<file path="src/rtl/apb4_i2s_ctrl.sv">
// rtl/apb4_i2s_ctrl.sv - APB4 I2S master transmitter/receiver with TX/RX sample FIFOs
// Register bank, SCK/WS generation, serialiser and deserialiser share clk_i.

module apb4_i2s_fifo #(
   parameter int DEPTH = 16,
   parameter int CNT_W = 5
) (
   input  logic             clk_i,
   input  logic             rst_i,
   input  logic             clr,
   input  logic             push,
   input  logic [31:0]      wdata,
   input  logic             pop,
   output logic [31:0]      rdata,
   output logic [CNT_W-1:0] count,
   output logic             full,
   output logic             empty
);
   localparam int AW = CNT_W - 1;

   logic [31:0]   mem [DEPTH];
   logic [AW-1:0] rd_ptr;
   logic [AW-1:0] wr_ptr;
   logic          do_push;
   logic          do_pop;

   assign empty   = (count == '0);
   assign full    = (count == CNT_W'(DEPTH));
   assign do_pop  = pop & ~empty;
   // a pop in the same cycle frees the slot a full-FIFO push needs
   assign do_push = push & (~full | do_pop);
   assign rdata   = mem[rd_ptr];

   always_ff @(posedge clk_i) begin
      if (rst_i || clr) begin
         rd_ptr <= '0;
         wr_ptr <= '0;
         count  <= '0;
      end else begin
         if (do_push) wr_ptr <= wr_ptr + AW'(1);
         if (do_pop)  rd_ptr <= rd_ptr + AW'(1);
         count <= count + CNT_W'(do_push) - CNT_W'(do_pop);
      end
   end

   always_ff @(posedge clk_i) begin
      if (do_push && !clr) mem[wr_ptr] <= wdata;
   end
endmodule

module apb4_i2s_ctrl #(
   parameter int FIFO_DEPTH = 16,
   parameter int CNT_W      = 5
) (
   input  logic        clk_i,
   input  logic        rst_i,
   input  logic [31:0] paddr_i,
   input  logic        psel_i,
   input  logic        penable_i,
   input  logic        pwrite_i,
   input  logic [31:0] pwdata_i,
   output logic [31:0] prdata_o,
   output logic        pready_o,
   output logic        pslverr_o,
   output logic        sck_o,
   output logic        ws_o,
   output logic        sd_o,
   input  logic        sd_i,
   output logic        irq_o
);
   localparam logic [2:0] A_CTRL = 3'd0;
   localparam logic [2:0] A_DIV  = 3'd1;
   localparam logic [2:0] A_TXR  = 3'd2;
   localparam logic [2:0] A_RXR  = 3'd3;
   localparam logic [2:0] A_STAT = 3'd4;

   logic        en_q, txen_q, rxen_q, fmt_q, txie_q, rxie_q, txudr_q, rxovr_q;
   logic [1:0]  dl_q;
   logic [15:0] div_q, cnt_q;
   logic        sck_q, started_q, sd_q;
   logic [5:0]  idx_q;
   logic [31:0] tx_sample_q, rx_shift_q;

   logic             acc, wr;
   logic [2:0]       ra;
   logic             tx_clr, tx_push, tx_pop, tx_full, tx_empty;
   logic             rx_clr, rx_push, rx_pop, rx_full, rx_empty;
   logic [31:0]      tx_head, rx_head, rx_word;
   logic [CNT_W-1:0] tx_cnt, rx_cnt;

   logic        tick, rise, fall, tx_load, rx_act, rx_done, sd_nxt;
   logic [5:0]  idx_nxt, datlen, bpos;
   logic [4:0]  pf, pc;
   logic [31:0] cur_sample, rx_shift_nxt;
   logic        unused_bits;

   assign acc     = psel_i & penable_i;
   assign wr      = acc & pwrite_i;
   assign ra      = paddr_i[4:2];
   assign tx_clr  = wr && (ra == A_CTRL) && pwdata_i[12];
   assign rx_clr  = wr && (ra == A_CTRL) && pwdata_i[13];
   assign tx_push = wr && (ra == A_TXR);
   assign rx_pop  = acc && !pwrite_i && (ra == A_RXR);

   assign tick    = en_q && (cnt_q == div_q);
   assign rise    = tick && !sck_q;
   assign fall    = tick && sck_q;
   assign idx_nxt = idx_q + 6'd1;
   assign pf      = idx_nxt[4:0];
   assign pc      = idx_q[4:0];
   assign datlen  = {({1'b0, dl_q} + 3'd1), 3'b000};

   // falling edge: advance idx, reload at slot start, drive the bit for the new position
   assign tx_load    = fall && txen_q && (pf == 5'd0);
   assign tx_pop     = tx_load;
   assign cur_sample = tx_load ? (tx_empty ? 32'd0 : tx_head) : tx_sample_q;
   assign bpos       = datlen - 6'd1 - {1'b0, pf};
   assign sd_nxt     = txen_q && ({1'b0, pf} < datlen) && cur_sample[bpos[4:0]];

   assign rx_act       = rise && started_q && rxen_q && ({1'b0, pc} < datlen);
   assign rx_done      = rx_act && ({1'b0, pc} == (datlen - 6'd1));
   assign rx_shift_nxt = {rx_shift_q[30:0], sd_i};
   assign rx_word      = rx_shift_nxt & (32'hFFFF_FFFF >> (6'd32 - datlen));
   assign rx_push      = rx_done;

   apb4_i2s_fifo #(.DEPTH(FIFO_DEPTH), .CNT_W(CNT_W)) u_tx_fifo (
      .clk_i(clk_i), .rst_i(rst_i), .clr(tx_clr), .push(tx_push), .wdata(pwdata_i),
      .pop(tx_pop), .rdata(tx_head), .count(tx_cnt), .full(tx_full), .empty(tx_empty)
   );

   apb4_i2s_fifo #(.DEPTH(FIFO_DEPTH), .CNT_W(CNT_W)) u_rx_fifo (
      .clk_i(clk_i), .rst_i(rst_i), .clr(rx_clr), .push(rx_push), .wdata(rx_word),
      .pop(rx_pop), .rdata(rx_head), .count(rx_cnt), .full(rx_full), .empty(rx_empty)
   );

   always_ff @(posedge clk_i) begin
      if (rst_i) begin
         en_q <= 1'b0; txen_q <= 1'b0; rxen_q <= 1'b0; fmt_q <= 1'b0;
         txie_q <= 1'b0; rxie_q <= 1'b0; dl_q <= 2'd0; div_q <= 16'd0;
         txudr_q <= 1'b0; rxovr_q <= 1'b0;
      end else begin
         if (wr && ra == A_CTRL) begin
            en_q   <= pwdata_i[0];
            txen_q <= pwdata_i[1];
            rxen_q <= pwdata_i[2];
            dl_q   <= pwdata_i[5:4];
            fmt_q  <= pwdata_i[6];
            txie_q <= pwdata_i[8];
            rxie_q <= pwdata_i[9];
         end
         if (wr && ra == A_DIV) div_q <= pwdata_i[15:0];
         if (wr && ra == A_STAT && pwdata_i[4]) txudr_q <= 1'b0;
         if (wr && ra == A_STAT && pwdata_i[5]) rxovr_q <= 1'b0;
         if (tx_load && tx_empty) txudr_q <= 1'b1;
         if (rx_done && rx_full && !rx_pop) rxovr_q <= 1'b1;
      end
   end

   always_ff @(posedge clk_i) begin
      if (rst_i || !en_q) begin
         cnt_q     <= 16'd0;
         sck_q     <= 1'b0;
         idx_q     <= 6'd63;
         started_q <= 1'b0;
         sd_q      <= 1'b0;
      end else begin
         if (tick) begin
            cnt_q <= 16'd0;
            sck_q <= ~sck_q;
         end else begin
            cnt_q <= cnt_q + 16'd1;
         end
         if (fall) begin
            idx_q     <= idx_nxt;
            started_q <= 1'b1;
            sd_q      <= sd_nxt;
         end
      end
   end

   always_ff @(posedge clk_i) begin
      if (tx_load) tx_sample_q <= cur_sample;
      if (rx_act)  rx_shift_q  <= rx_shift_nxt;
   end

   // outputs are gated so that clearing EN silences the bus in the same cycle
   assign sck_o     = sck_q & en_q;
   assign sd_o      = sd_q & en_q & txen_q;
   assign ws_o      = en_q & (fmt_q ? idx_q[5] : idx_nxt[5]);
   assign irq_o     = (txie_q & tx_empty) | (rxie_q & ~rx_empty);
   assign pready_o  = 1'b1;
   assign pslverr_o = acc & (ra > 3'd5);

   always_comb begin
      prdata_o = 32'd0;
      case (ra)
         A_CTRL: prdata_o = {22'd0, rxie_q, txie_q, 1'b0, fmt_q, dl_q, 1'b0, rxen_q, txen_q, en_q};
         A_DIV:  prdata_o = {16'd0, div_q};
         A_RXR:  prdata_o = rx_empty ? 32'd0 : rx_head;
         A_STAT: prdata_o = {11'd0, rx_cnt, 3'd0, tx_cnt, 2'd0, rxovr_q, txudr_q,
                             rx_empty, rx_full, tx_empty, tx_full};
         default: prdata_o = 32'd0;
      endcase
   end

   assign unused_bits = ^{paddr_i[31:5], paddr_i[1:0], rx_shift_q[31], bpos[5]};
endmodule

</file>
<file path="config.mk">
export PLATFORM = sky130hd
export DESIGN_NAME = apb4_i2s_ctrl
export DESIGN_NICKNAME = d
export VERILOG_FILES = /design/src/rtl/apb4_i2s_ctrl.sv
export SDC_FILE = /design/constraint.sdc
export NUM_CORES = 1
export LEC_CHECK = 0
export ABC_AREA = 1
export CAP_MARGIN = 20
export CORE_AREA = 2 2 289 405
export CTS_CLUSTER_SIZE = 28
export DETAILED_ROUTE_END_ITERATION = 16
export DIE_AREA = 0 0 291 407
export GPL_TIMING_DRIVEN = 0
export PLACE_DENSITY = 0.65
export SYNTH_ARGS = -nofsm -noshare
export SYNTH_HDL_FRONTEND = slang
export SYNTH_SLANG_ARGS = --single-unit
</file>
<file path="constraint.sdc">
create_clock -name clk_i -period 10.23 [get_ports clk_i]
set_input_delay 1.023 -clock clk_i [delete_from_list [all_inputs] [get_ports clk_i]]
set_output_delay 1.023 -clock clk_i [all_outputs]
set_load 0.05 [all_outputs]
</file>
==> impl_metrics.csv <==
group,metric,value,unit
clock_tree,clk_pin_slew,0.07,ns
global_route,grt_pass1_vias,33300,
setup_path,cp_max_fo,10,
run,drv_cap,0,
timing,final_max_slew_viol_count,0,
setup_path,critPathKind,"reg -> out",
clock_tree,clk_latency,0.72,ns
synthesis,synth_common_cells,"edfxtp_1 (1087), nor2_1 (750), o21ai_0 (552), nand2_1 (373), nand3_1 (217)",
min_path,holdPathStages,0,
clock_tree,cts_hold_buf,0,
global_route,grt_pass1_wl,223,mm
placed_design,portBuffers,77,
timing,timing.slew.headroom,19.9,%
placed_design,place_inst,5620,
detailed_routing,dr_total_vias,34100,
global_route,antenna_found_initial,9,
synthesis,synth_area_leaders,"edfxtp_1 (68%), nor2_1 (5.9%), o21ai_0 (5.8%), dfxtp_1 (3.6%), nand2_1 (2.9%)",
finish,utilization,48.2,%
setup_path,r2r-end,"u_rx_fifo.mem[15][31]",
global_route,overflow,0,
outcome,outcome,"finished clean",
synthesis,yosysMostFrequentCell,"edfxtp_1",
timing,post-route-period-util,60.2,%
detailed_routing,met3_length,14.1,mm
placed_design,place_ws,4.48,ns
finish,stdcell_count,5837,
timing,finalWorstSetupSlack,4.07,ns
detailed_routing,highest_layer,"met5",
floorplanning,pin_count,108,
power_and_ir_drop,power.total,9.48,mW
detailed_routing,avgRoutedWirePerCell,26.8,um
setup_path,cp.arrival,5.13,ns
timing,fmax,162,MHz
floorplanning,die_y,407,um
timing,final-setup-viol-count,0,
synthesis,yosysSeqAreaShare,71.7,%
timing,holdWs,0.447,ns
setup_path,endpoint_kind,"output port",
synthesis,syn_inst,4016,
synthesis,yosys_most_used_dff,"edfxtp_1",
floorplanning,core,0.115,mm2
clock_tree,cts-root-buf,"clkbuf_16",
setup_path,r2r_start,"dl_q[0]",
setup_path,required,9.21,ns
clock_tree,cts-buffers-inserted,114,
timing,period_minus_slack,6.16,ns
placed_design,gp_congestion,0.908,
synthesis,ys_types,45,
detailed_routing,drt_iter0_drc,4280,
synthesis,synth-edff-count,1087,
min_path,holdPathEnd,"rx_shift_q[2]",
synthesis,syn_nets,4121,
timing,finalHoldViolCount,0,
setup_path,cp-start-kind,"register",
global_route,grt_max_degree,24,
timing,worst_slew_pin_slew,1.20,ns
floorplanning,die_w,291,um
timing,grt_setup_unrepaired,"false",
floorplanning,dieArea,0.118,mm2
synthesis,synth-seq-cells,1172,
synthesis,synth_area,0.0479,mm2
setup_path,rrSetupSlack,5.97,ns
placed_design,placed_area,0.0515,mm2
clock_tree,clock_path_buffers,3,
synthesis,synth_top_area_share,68.2,%
detailed_routing,ant_nets,0,
finish,syn_to_final_growth,15.4,%
clock_tree,h-tree-depth,3,
clock_tree,cts_setup_buffers,0,
timing,tns,0,ns
finish,nets,4355,
detailed_routing,dr.pass1.iters,6,
synthesis,async_flop_share,0,%
global_route,track_usage,26.0,%
clock_tree,cts_tree,"built",
min_path,min_from,"rx_shift_q[1]",
finish,layout-drive-gt1-share,6.95,%
clock_tree,ctsResizeCount,0,
timing,skew,0.0499,ns
synthesis,syn_area_per_cell,11.9,um2
detailed_routing,wl_met2,77.6,mm
floorplanning,row_count,147,
placed_design,dp_hpwl,107,mm
power_and_ir_drop,irDropWorstVdd,155,uV
detailed_routing,wirelength,156,mm
synthesis,synth_top_area_cell,"edfxtp_1",
power_and_ir_drop,p_leak,18.1,nW
clock_tree,cts.sinks,1172,
min_path,hp-class,"reg -> reg",
detailed_routing,m1WireLength,53.1,mm
setup_path,reg2reg_depth,14,
power_and_ir_drop,power_density,172,mW/mm2
synthesis,ys_warn_count,0,
detailed_routing,vias_per_cell,5.84,
finish,final_area,0.0552,mm2
detailed_routing,drc,0,
floorplanning,initial_core_util,41.8,%
-- cell usage in the layout (no fill, tap or decap), types with 14 or more instances in the layout --
cell type        count
buf_2               39
clkbuf_16          117
buf_4               15
nor2_4              33
a21oi_1             81
buf_12              25
clkbuf_1           207
o22ai_1             60
nand2_1            373
edfxtp_1          1087
clkdlybuf4s50_1     77
o221ai_1            74
ha_1                33
o211ai_1            96
nand3_1            217
nor2_1             718
o21ai_0            552
clkinv_1            30
inv_2               14
buf_1               24
nand4_1             44
dfxtp_1             85
inv_1              171
nor3_1              17
and2_1              32
-- layer usage --
metal  vias to the layer above  track usage [%]
met5                         -                0
met4                        12             17.7
met3                       531             4.09
met2                      2003             45.7
met1                     16600             29.1
li1                      15000                -
-- registers in the layout, indices dropped and copies added (netlist names), 6 cells and up, named ones only --
| name | cells |
|---|---|
| div_q | 16 |
| idx_q | 6 |
| u_tx_fifo.mem | 512 |
| cnt_q | 16 |
| u_rx_fifo.mem | 512 |
| rx_shift_q | 31 |
| tx_sample_q | 32 |
-- worst max-delay path by stage --
stage	to	slack, ns	cells after the start
6_report	prdata_o[13]	4.07	10
5_1_grt	prdata_o[13]	3.96	10
4_1_cts	prdata_o[13]	4.17	10
3_5_place_dp	prdata_o[5]	4.48	9
3_3_place_gp	u_rx_fifo.mem[15][22]	-0.30	13
2_1_floorplan	u_rx_fifo.mem[11][0]	4.27	13
-- where the power goes --
part	total, mW	internal [mW]	switching, mW
Clock	4.17	2.35	1.82
Combinational	0.111	0.0261	0.0844
Sequential	5.20	5.20	0.00171
Total	9.48	7.57	1.91
-- logic make-up (layout without fill, tap and decap cells) --
| group | after synthesis | count (layout) | synth area share [%] |
|---|---|---|---|
| AND/OR/NAND/NOR | 1456 | 1456 | 12.6 |
| flip-flops | 1172 | 1172 | 71.7 |
| AO/OA/AOI/OAI | 895 | 895 | 10.7 |
| buffers and inverters | 438 | 767 | 3.62 |
| adder cells (fa/ha/maj) | 35 | 35 | 0.946 |
| XOR/XNOR | 15 | 15 | 0.306 |
| multiplexers | 4 | 4 | 0.0836 |
| other | 1 | 3 | 0.00783 |
-- layout make-up --
cell class | count | area (um2)
inverters | 189 | 709
flip-flops and latches | 1172 | 34300
clock buffers | 149 | 3050
fillers | 10100 | 59300
multi-input cells | 2406 | 12100
clock inverters | 62 | 609
plain buffers | 249 | 1020
repair buffers | 118 | 1580
diodes | 2 | 5.00
well taps | 1490 | 1860
-- worst max-delay path: stages, from the launching register on --
cell	delay (ns)
dfxtp_1	0.63
clkbuf_1	0.37
buf_2	0.30
clkbuf_1	0.91
o21ai_0	0.25
o221ai_1	0.24
o211ai_1	0.18
o21ai_0	0.16
nand2_1	0.06
o21ai_0	0.35
clkdlybuf4s50_1	0.95
Note: power is estimated with default switching activity, not from simulation.
